--- config.mk ---
export PLATFORM = sky130hd
export DESIGN_NAME = run_expand
export DESIGN_NICKNAME = d
export VERILOG_FILES = /design/src/rtl/run_expand.sv
export SDC_FILE = /design/constraint.sdc
export NUM_CORES = 1
export LEC_CHECK = 0
export ABC_CLOCK_PERIOD_IN_PS = 1540
export BUFFER_PORTS_ARGS = -buffer_cell sky130_fd_sc_hd__buf_2
export CAP_MARGIN = 10
export CELL_PAD_IN_SITES_DETAIL_PLACEMENT = 1
export CELL_PAD_IN_SITES_GLOBAL_PLACEMENT = 2
export CORE_ASPECT_RATIO = 0.5
export CORE_UTILIZATION = 25
export CTS_CLUSTER_SIZE = 8
export DETAILED_ROUTE_END_ITERATION = 10
export PLACE_DENSITY = 0.6
export SYNTH_ARGS = -nofsm -noshare
export SYNTH_HDL_FRONTEND = slang
export SYNTH_SLANG_ARGS = --single-unit
--- constraint.sdc ---
create_clock -name clk -period 1.54 [get_ports clk]
set_clock_uncertainty 0.05 [all_clocks]
set_input_delay 0.077 -clock clk [delete_from_list [all_inputs] [get_ports clk]]
set_output_delay 0.077 -clock clk [all_outputs]
set_load 0.02 [all_outputs]
--- src/rtl/run_expand.sv ---
// Run-length expander: each (bit, len) token becomes len+1 serial cycles of that
// bit. A one-deep hold register lets the next token follow with no idle bubble.
module run_expand #(
   parameter int LEN_W = 4
) (
   input  logic             clk,
   input  logic             reset,
   input  logic             in_valid,
   output logic             in_ready,
   input  logic             in_bit,
   input  logic [LEN_W-1:0] in_len,
   output logic             out,
   output logic             out_valid,
   output logic             run_last
);

   typedef enum logic {IDLE = 1'b0, RUN = 1'b1} state_t;

   state_t             state_q, state_d;
   logic               cur_bit_q, cur_bit_d;
   logic [LEN_W-1:0]   cnt_q, cnt_d;
   logic               hold_valid_q, hold_valid_d;
   logic               hold_bit_q, hold_bit_d;
   logic [LEN_W-1:0]   hold_len_q, hold_len_d;
   logic               accept;
   logic               cnt_zero;

   assign in_ready  = ~hold_valid_q;
   assign accept    = in_valid & in_ready;
   assign cnt_zero  = (cnt_q == '0);
   assign out_valid = (state_q == RUN);
   assign out       = (state_q == RUN) & cur_bit_q;
   assign run_last  = (state_q == RUN) & cnt_zero;

   always_comb begin
      state_d      = state_q;
      cur_bit_d    = cur_bit_q;
      cnt_d        = cnt_q;
      hold_valid_d = hold_valid_q;
      hold_bit_d   = hold_bit_q;
      hold_len_d   = hold_len_q;
      case (state_q)
         IDLE: begin
            if (accept) begin
               cur_bit_d = in_bit;
               cnt_d     = in_len;
               state_d   = RUN;
            end
         end
         RUN: begin
            if (!cnt_zero) begin
               cnt_d = cnt_q - LEN_W'(1);
               if (accept) begin
                  hold_valid_d = 1'b1;
                  hold_bit_d   = in_bit;
                  hold_len_d   = in_len;
               end
            end else if (hold_valid_q) begin
               // in_ready is low here, so no new token can race the held one
               cur_bit_d    = hold_bit_q;
               cnt_d        = hold_len_q;
               hold_valid_d = 1'b0;
            end else if (accept) begin
               cur_bit_d = in_bit;
               cnt_d     = in_len;
            end else begin
               state_d = IDLE;
            end
         end
         default: state_d = IDLE;
      endcase
   end

   always_ff @(posedge clk or negedge reset) begin
      if (!reset) begin
         state_q      <= IDLE;
         cur_bit_q    <= 1'b0;
         cnt_q        <= '0;
         hold_valid_q <= 1'b0;
         hold_bit_q   <= 1'b0;
         hold_len_q   <= '0;
      end else begin
         state_q      <= state_d;
         cur_bit_q    <= cur_bit_d;
         cnt_q        <= cnt_d;
         hold_valid_q <= hold_valid_d;
         hold_bit_q   <= hold_bit_d;
         hold_len_q   <= hold_len_d;
      end
   end

endmodule

==> results.md, run 1 <==
| Step | Item | Value |
|:---|:---|:---|
| placement | Global placement routability congestion | 0.7425 |
| grt | Most congested layer reported by global routing | met2 |
| yosys | Commonest register cell after synthesis | dfrtp_1 |
| yosys | Area contributors post-synth | dfrtp_1 43%, mux2_2 8.0%, o22ai_1 3.6%, buf_6 3.2%, nand2_1 3.2% |
| yosys | Area share of the leading cell type in the synthesized netlist | 42.70% |
| worst setup path | Sort of element at the end of the critical path | output port |
| yosys | Cell type with the highest aggregate area in the netlist | dfrtp_1 |
| floorplanning | Die width | 77 um |
| grt | Met1 Usage GRT | 18.11% |
| sta | Upper clock frequency limit | 0.5931 GHz |
| finish | Area of the multi-input gates | 421.7 um2 |
| worst setup path | Nature of the critical path startpoint | flip-flop |
| grt | Number of antenna violations at the first check in global routing | 0 |
| finish | Share of final-layout standard cells stronger than drive strength 1 | 59.18% |
| sta | Minimum clock period | 1686 ps |
| worst hold path | Hold Startpoint | in_len[1] |
| worst setup path | Arrival time of the worst setup path | 1560 ps |
| grt | Overflow left after global routing | 0 |
| finish | Final nets | 109 |
| worst setup path | Launch instance of the worst register-to-register path | cnt_q[0] |
| sta | Number of max-slew violations in the final report | 0 |
| power and ir drop | Switching share of total power | 37.95% |
| power and ir drop | Lkg Pwr | 0.4807 nW |
| power and ir drop | Logic pwr share | 60.7% |
| yosys | Number of enable flip-flop cells after synthesis | 0 |
| worst setup path | Worst setup slack for register-to-register paths | -110 ps |
| power and ir drop | Cell internal pwr | 1.406 mW |
| floorplanning | Vertical extent of the die | 39.50 um |
| worst setup path | Maximum fanout encountered on the critical timing path | 3 |
| finish | Diodes inserted | 0 |
| floorplanning | Floorplan die area | 3042 um2 |
| clock tree | Clock tree from TritonCTS | built |
| finish | Area taken by flip-flops and latches | 300.3 um2 |
| power and ir drop | Fraction of power consumed by sequential logic | 26.4% |
| worst hold path | Endpoint with the worst hold slack | hold_len_q[1] |
| finish | Total of fill cells in the finished design | 309 |
| worst hold path | Path class of the lowest-slack min-delay path | in2reg |
| yosys | Sequential cell area fraction in the yosys report | 42.70% |
| flow run | Max-cap violation count | 0 |
| power and ir drop | Power per Cell Area | 2103 nW/um2 |
| worst setup path | Required time of the worst setup path | 1410 ps |
| power and ir drop | Net switching component of the power | 0.8597 mW |
| sta | Worst hold slack | 33.74 ps |
| placement | Post-DP Area | 879.6 um2 |
| sta | Slew Limit Headroom | 78.35% |
| clock tree | Bufs on Longest Clock Path | 2 |
| detailed routing | Total wirelength of the detailed-routed design | 2049 um |
| grt | Met2 global-route usage | 27.23% |
| clock tree | CTS buffer count | 3 |
| yosys | Yosys reg bits | 12 |
| grt | Gr usage total | 15.25% |
| clock tree | Sink count of the clock tree | 12 |
| clock tree | CTS clock-pin slew for the worst setup and hold paths | 50 ps |
| floorplanning | Initial cell density of the core | 26.69% |
| detailed routing | Post-route DRC violation count | 0 |
| yosys | Async set-or-reset flop fraction in the synthesized netlist | 100.0% |
| yosys | Count of mapped cells out of synthesis | 64 |
| power and ir drop | Clock group share of total power | 12.9% |
| yosys | Number of nets in the synthesized netlist | 73 |
| worst setup path | Crit Path Class | reg2out |
| sta | Fin. Hold Viols | 0 |
| clock tree | Clock Latency Late Sink | 240 ps |
| power and ir drop | Worst IR drop on VDD | 618.8 uV |
| sta | Final Cycle Share | 109.5% |
| run status | Status | finished with violations |
| sta | Worst setup slack after layout | -146.1 ps |
| floorplanning | Floorplan core area | 2635 um2 |
| clock tree | # H-tree levels | 1 |
| grt | Vias in the first global route | 663 |
| floorplanning | Top-Level Pins | 12 |
| sta | Unrepaired setup endpoints after global routing | yes |
| placement | Final HPWL DP | 1477 um |
| yosys | Average cell area after synthesis | 10.99 um2 |
| sta | Slew at the pin with the worst max-slew slack | 324.4 ps |
| grt | First-pass GRT wire length | 3256 um |
| grt | Met3 usage in global routing | 4.419% |
| clock tree | CTS root buf | clkbuf_8 |
| sta | Setup tns final | -607.0 ps |
| finish | Summed area of non-filler cells in the final layout | 1077 um2 |
| sta | Final-report setup violation count | 10 |
| worst setup path | Worst flop-to-flop path endpoint | cnt_q[1] |
| worst setup path | Number of cells traversed by the worst register-to-register path | 7 |
| grt | Largest net degree at the start of global routing | 13 |
| detailed routing | Post-detailed-route wirelength per cell | 15.18 um |
| placement | Port buffer count | 11 |
| detailed routing | Number of vias after detailed routing | 640 |
| detailed routing | Number of design-rule violations left by the first detailed-router iteration | 21 |
| worst hold path | Number of instances on the worst hold path | 2 |
| yosys | Syn. warnings | 0 |
| detailed routing | Average via count per standard cell | 4.741 |
| run status | Violations in the final reports | setup timing |
| detailed routing | DRT antenna net count | 0 |
| detailed routing | Router iterations before antenna repair | 4 |
| yosys | Post-synthesis instance area | 703.2 um2 |
| yosys | Count of cell types in the netlist | 30 |
| finish | Area added between synthesis and finish | 53.20% |
| floorplanning | # rows | 13 |
## through the flow
stage                     setup slack [ps]  power (mW)  utilization (%)  cells
after floorplan                      17.31       1.284                -     64
after global placement              -52.11       1.632            33.38    121
after detailed placement            -87.32       1.681            33.38    121
after CTS                           -165.1       2.177            39.55    133
after global routing                -203.6       2.416            40.88    135
final                               -146.1       2.266            40.88    135
## logic make-up (layout without fill, tap and decap cells)
group | count (synthesis) | after routing | synth area share [%]
AOI/OAI and AO/OA | 19 | 19 | 19.93
muxes | 5 | 5 | 8.007
buffers and inverters | 8 | 42 | 7.118
adders and majority gates | 1 | 1 | 1.779
DFF | 12 | 12 | 42.70
and+or+nand+nor | 19 | 19 | 20.46
## worst max-delay path, stage by stage (launching register included)
cell and delay (ps):
dfrtp_1 390, inv_2 80, ha_4 140, or3b_4 380
buf_6 130, nor2_4 80, buf_6 120
## cells in the final DEF (no fill, tap or decap), types with 2 or more instances in the layout
cell type  netlist  routed
mux2_2           5       4
inv_2            0       2
nand2b_1         2       2
dfrtp_1         12      12
nand2_1          6       5
inv_1            5       3
a32oi_1          2       2
buf_2            0      10
o22ai_1          4       3
a21oi_1          2       2
buf_4            0      18
buf_6            2       4
nor2_1           3       2
clkbuf_8         0       3
## synthesized netlist by cell type (2+ instances only)
cell	count
nand2b_1	2
nor2_1	3
buf_6	2
mux2_2	5
o22ai_1	4
dfrtp_1	12
a221oi_1	2
a32oi_1	2
a21oi_1	2
nand2_1	6
inv_1	5
## area by class of cell
class                   count  share of cell area [%]
multi-input cells          44                   39.14
well taps                  37                   4.297
inverters                   6                   2.555
repair buffers             33                   22.30
flip-flops and latches     12                   27.87
clock buffers               3                   3.833
## worst max-delay path by stage
stage                         from       endpoint  slack (ps)
after global routing      cnt_q[0]       run_last        -200
after detailed placement  cnt_q[0]  hold_len_q[0]         -90
after global placement    cnt_q[0]  hold_len_q[2]         -50
after floorplan           cnt_q[0]   hold_valid_q          20
after CTS                 cnt_q[0]       run_last        -170
final                     cnt_q[0]       run_last        -150
## repair_timing
| action | 4_1_cts | 5_1_grt |
|---|---|---|
| hold buffers | 1 | 0 |
| gates cloned | 0 | 0 |
| resized for setup | 14 | 5 |
| buffers inserted | 8 | 2 |
| pin swaps | 5 | 4 |
| endpoints found under the setup margin | 12 | 11 |
| endpoints found under the hold margin | 12 | 0 |
## sequential cells by signal, summed over array words and instances, names as in the netlist
signal,cells
cnt_q,4
hold_len_q,4
cur_bit_q,1
hold_bit_q,1
hold_valid_q,1
out_valid,1
## routing by layer
metal  part of all wire, %  up-vias  routed length [um]
met4                  0.93        0                  19
met5                     0        -                   0
met3                   3.2        2                  65
met1                    50      319                1031
li1                      -      310                   -
met2                    45        9                 932
## power groups by stage
stage                     Combinational [mW]  Clock, mW  Sequential (mW)
after floorplan                        0.681          0            0.602
after global placement                  1.05          0            0.587
after detailed placement                1.09          0            0.595
after CTS                               1.28      0.299            0.599
after global routing                    1.49      0.312            0.617
final                                   1.38      0.292            0.597
No activity file was read; power rests on OpenSTA's default activity.
==> run 2: changes to the inputs <==
Settings changed: ABC_AREA set to 1, PLACE_DENSITY 0.6 to 0.67.
==> run 2 against run 1 <==
Effect of this change:
- critical path type unchanged
- flip-flop and latch count unchanged
- final area down 21%
- global-route usage is 0.91 points higher
- sequential power increased by 2%
- first-iteration DRC count rose by 43%
- area after synthesis down 3.4%
- total power down 11%
- sequential share of layout area increased by 7.2 points
- the run now ends clean
- synthesized cell count rose by 45%
- largest cell class unchanged
==> results.md, run 2 <==
| Step | Item | Value | Delta |
|:---|:---|:---|:---|
| yosys | Number of enable flip-flop cells after synthesis | 0 | unchanged |
| clock tree | CTS root buf | clkbuf_8 |  |
| yosys | Async set-or-reset flop fraction in the synthesized netlist | 100.0% | unchanged |
| clock tree | Buffer count from post-CTS setup fixing | 0 | -8 |
| sta | Minimum clock period | 1463 ps | -223.2 ps |
| floorplanning | # rows | 12 | -1 |
| clock tree | Sink count of the clock tree | 12 | unchanged |
| grt | Most congested layer reported by global routing | met2 |  |
| grt | Largest net degree at the start of global routing | 13 | unchanged |
| worst hold path | Path class of the lowest-slack min-delay path | in2reg |  |
| grt | Number of antenna violations at the first check in global routing | 0 | unchanged |
| yosys | Cell type with the highest aggregate area in the netlist | dfrtp_1 |  |
| clock tree | CTS clock-pin slew for the worst setup and hold paths | 60 ps | about the same |
| yosys | Post-synthesis instance area | 679.4 um2 | -3.4% |
| yosys | Number of nets in the synthesized netlist | 102 | +40% |
| worst setup path | Crit Path Class | reg2out |  |
| worst setup path | Sort of element at the end of the critical path | output port |  |
| sta | Setup tns final | 0 ps | +607.0 ps |
| yosys | Average cell area after synthesis | 7.305 um2 | -34% |
| placement | Port buffer count | 11 | unchanged |
| placement | Worst slack after detailed placement | 118.2 ps | +205.5 ps |
| floorplanning | Top-Level Pins | 12 | unchanged |
| floorplanning | Initial cell density of the core | 28.46% | +1.8 points |
| sta | Final-report setup violation count | 0 | -10 |
| sta | Fin. Hold Viols | 0 | unchanged |
| grt | Overflow left after global routing | 0 | unchanged |
| yosys | Sequential cell area fraction in the yosys report | 44.20% | +1.5 points |
| detailed routing | Total wirelength of the detailed-routed design | 1960 um | -4.3% |
| sta | Slew at the pin with the worst max-slew slack | 320.9 ps | -3.433 ps |
| sta | Final Cycle Share | 95.00% | -14 points |
| grt | Vias in the first global route | 650 | -2.0% |
| placement | Global placement routability congestion | 0.8074 | +8.7% |
| finish | Most common cell after layout, fill and taps aside | nand2_1 |  |
| grt | Gr usage total | 16.16% | +0.91 points |
| yosys | Area contributors post-synth | dfrtp_1 44%, nand2_1 23%, nand3_1 4.4%, nor2_1 4.4%, o21ai_1 3.7% |  |
| yosys | Most common cell in the synthesized netlist | nand2_1 |  |
| clock tree | Bufs on Longest Clock Path | 2 | unchanged |
| clock tree | # H-tree levels | 1 | unchanged |
| detailed routing | Average via count per standard cell | 4.375 | -7.7% |
| sta | Worst setup slack after layout | 77.05 ps | +223.2 ps |
| yosys | Count of mapped cells out of synthesis | 93 | +45% |
| clock tree | Clock tree from TritonCTS | built |  |
| worst setup path | Required time of the worst setup path | 1410 ps | about the same |
| finish | Diodes inserted | 0 | unchanged |
| floorplanning | Floorplan core area | 2387 um2 | -9.4% |
| yosys | Yosys reg bits | 12 | unchanged |
| worst setup path | CP Buf/Inv Count | 2 | -1 |
| worst setup path | Nature of the critical path startpoint | flip-flop |  |
| floorplanning | Vertical extent of the die | 38.86 um | -1.6% |
| finish | Final Core Density | 35.85% | -5.0 points |
| detailed routing | Router iterations before antenna repair | 4 | unchanged |
| detailed routing | Post-route DRC violation count | 0 | unchanged |
| flow run | Max-cap violation count | 0 | unchanged |
| grt | Met3 usage in global routing | 5.469% | +1.1 points |
| yosys | Commonest register cell after synthesis | dfrtp_1 |  |
| sta | Number of max-slew violations in the final report | 0 | unchanged |
| detailed routing | Number of vias after detailed routing | 630 | -1.6% |
| finish | Top flop regs | cnt_q x4, hold_len_q x4 |  |
| worst setup path | CP top delay family | flip-flops |  |
| grt | First-pass GRT wire length | 3222 um | -1.0% |
| yosys | Area share of the leading cell type in the synthesized netlist | 44.20% | +1.5 points |
| yosys | Top cells by count, synth | 41 x nand2_1, 12 x dfrtp_1, 8 x nor2_1 |  |
| finish | Final nets | 119 | +9.2% |
| grt | Met2 global-route usage | 25.45% | -1.8 points |
| grt | Met1 Usage GRT | 21.72% | +3.6 points |
| floorplanning | Floorplan die area | 2943 um2 | -3.2% |
| detailed routing | DRT antenna net count | 0 | unchanged |
| power and ir drop | Lkg Pwr | 0.4527 nW | -5.8% |
| sta | Slew Limit Headroom | 78.60% | +0.25 points |
| detailed routing | Post-detailed-route wirelength per cell | 13.61 um | -10% |
| worst setup path | Arrival time of the worst setup path | 1340 ps | -220 ps |
| clock tree | Clock Latency Late Sink | 240 ps | about the same |
| yosys | Syn. warnings | 0 | unchanged |
| run status | Status | complete, no violations |  |
| floorplanning | Die width | 75.73 um | -1.7% |
| power and ir drop | Worst IR drop on VDD | 759.3 uV | +23% |
| yosys | Count of cell types in the netlist | 15 | -50% |
| finish | Area added between synthesis and finish | 25.97% |  |
| sta | Unrepaired setup endpoints after global routing | no |  |
| placement | Final HPWL DP | 1604 um | +8.6% |
| finish | Share of final-layout standard cells stronger than drive strength 1 | 24.77% | -34 points |
| worst setup path | Critical path, cell by cell | inv_2 > ha_2 > nand3_4 > nor2_4 > buf_4 |  |
| detailed routing | Number of design-rule violations left by the first detailed-router iteration | 30 | +43% |
| clock tree | CTS buffer count | 3 | unchanged |
| sta | Upper clock frequency limit | 0.6836 GHz | +15% |
| worst setup path | CP max stage delay | 370 ps | -20 ps |
| worst setup path | Critical-path cell with the highest stage delay | dfrtp_1 |  |
| power and ir drop | Power per Cell Area | 2350 nW/um2 | +12% |
| worst setup path | Maximum fanout encountered on the critical timing path | 5 | +2 |
| finish | Commonest cells after routing, fill and taps aside | 41 x nand2_1, 12 x dfrtp_1, 10 x buf_2 |  |
[run 2: changes by cell type in the layout (fill, tap and decap cells not counted), sizes merged, moves of 2 or more]
cell,previous run,this run
nand2,6,43
buf,32,11
nand3,0,7
inv,6,12
nor2,3,9
mux2,5,0
o21ai,2,6
nand2b,3,0
o22ai,4,1
a221oi,2,0
a32oi,2,0
[run 2: worst paths after layout]
kind / start / to / slack, ps / cells after the start
worst max-delay path: cnt_q[0] / run_last / 80 / 5
worst min-delay path: in_len[2] / hold_len_q[2] / 8 / 3
worst max register to register: cnt_q[0] / cnt_q[3] / 140 / 6
worst min register to register: hold_len_q[3] / hold_len_q[3] / 430 / 2
max in group asynchronous: reset / hold_valid_q / 1010 / 2
min in group asynchronous: reset / cnt_q[2] / 190 / 2
[run 2: cell type report]
class,count,area (um2)
Fill cell,316,1531
Multi-Input combinational cell,69,344.1
Sequential cell,12,300.3
Timing Repair Buffer,12,67.56
Clock buffer,4,55.05
Inverter,12,45.04
Tap cell,35,43.79
[run 2: report_power, final]
group	switching [mW]	total (mW)	leakage (nW)	internal, mW
clock	0.122	0.348	0.0288	0.226
combinational	0.697	1.05	0.281	0.357
sequential	0.130	0.610	0.143	0.479
total	0.949	2.01	0.453	1.06
[run 2: cells by family (layout without fill, tap and decap cells)]
logic type	count (synthesis)	in the layout	synth area share, %
buf+inv	12	28	6.629
simple gates	60	60	41.25
fa+ha+maj	1	1	1.841
flops	12	12	44.20
compound gates	8	8	6.076
[run 2: per-layer routing]
metal / vias to the layer above / routed length (um)
li1: 318 / -
met1: 298 / 1034
met2: 12 / 835
met3: 2 / 82
met4: 0 / 8
met5: - / 0
[run 2: timing repair]
| action | in CTS | in global routing |
|---|---|---|
| hold buffers | 1 | 0 |
| endpoints found under the setup margin | 1 | 1 |
| hold endpoints to repair | 12 | 0 |
| gates resized for setup | 2 | 2 |
[run 2: tightest hold or removal path: stages]
cell and delay [ps]:
buf_2 90, nand2_1 50, nand2_1 50
[run 2: per-stage QoR]
stage	total power [mW]	area, um2	std cells	hold slack, ps
3_3_place_gp	1.598	778.2	139	-70.70
3_5_place_dp	1.651	778.2	139	-69.77
5_1_grt	2.199	855.8	144	28.31
2_1_floorplan	1.346	679.4	93	-268.6
6_report	2.011	855.8	144	8.145
4_1_cts	2.022	848.3	144	9.053
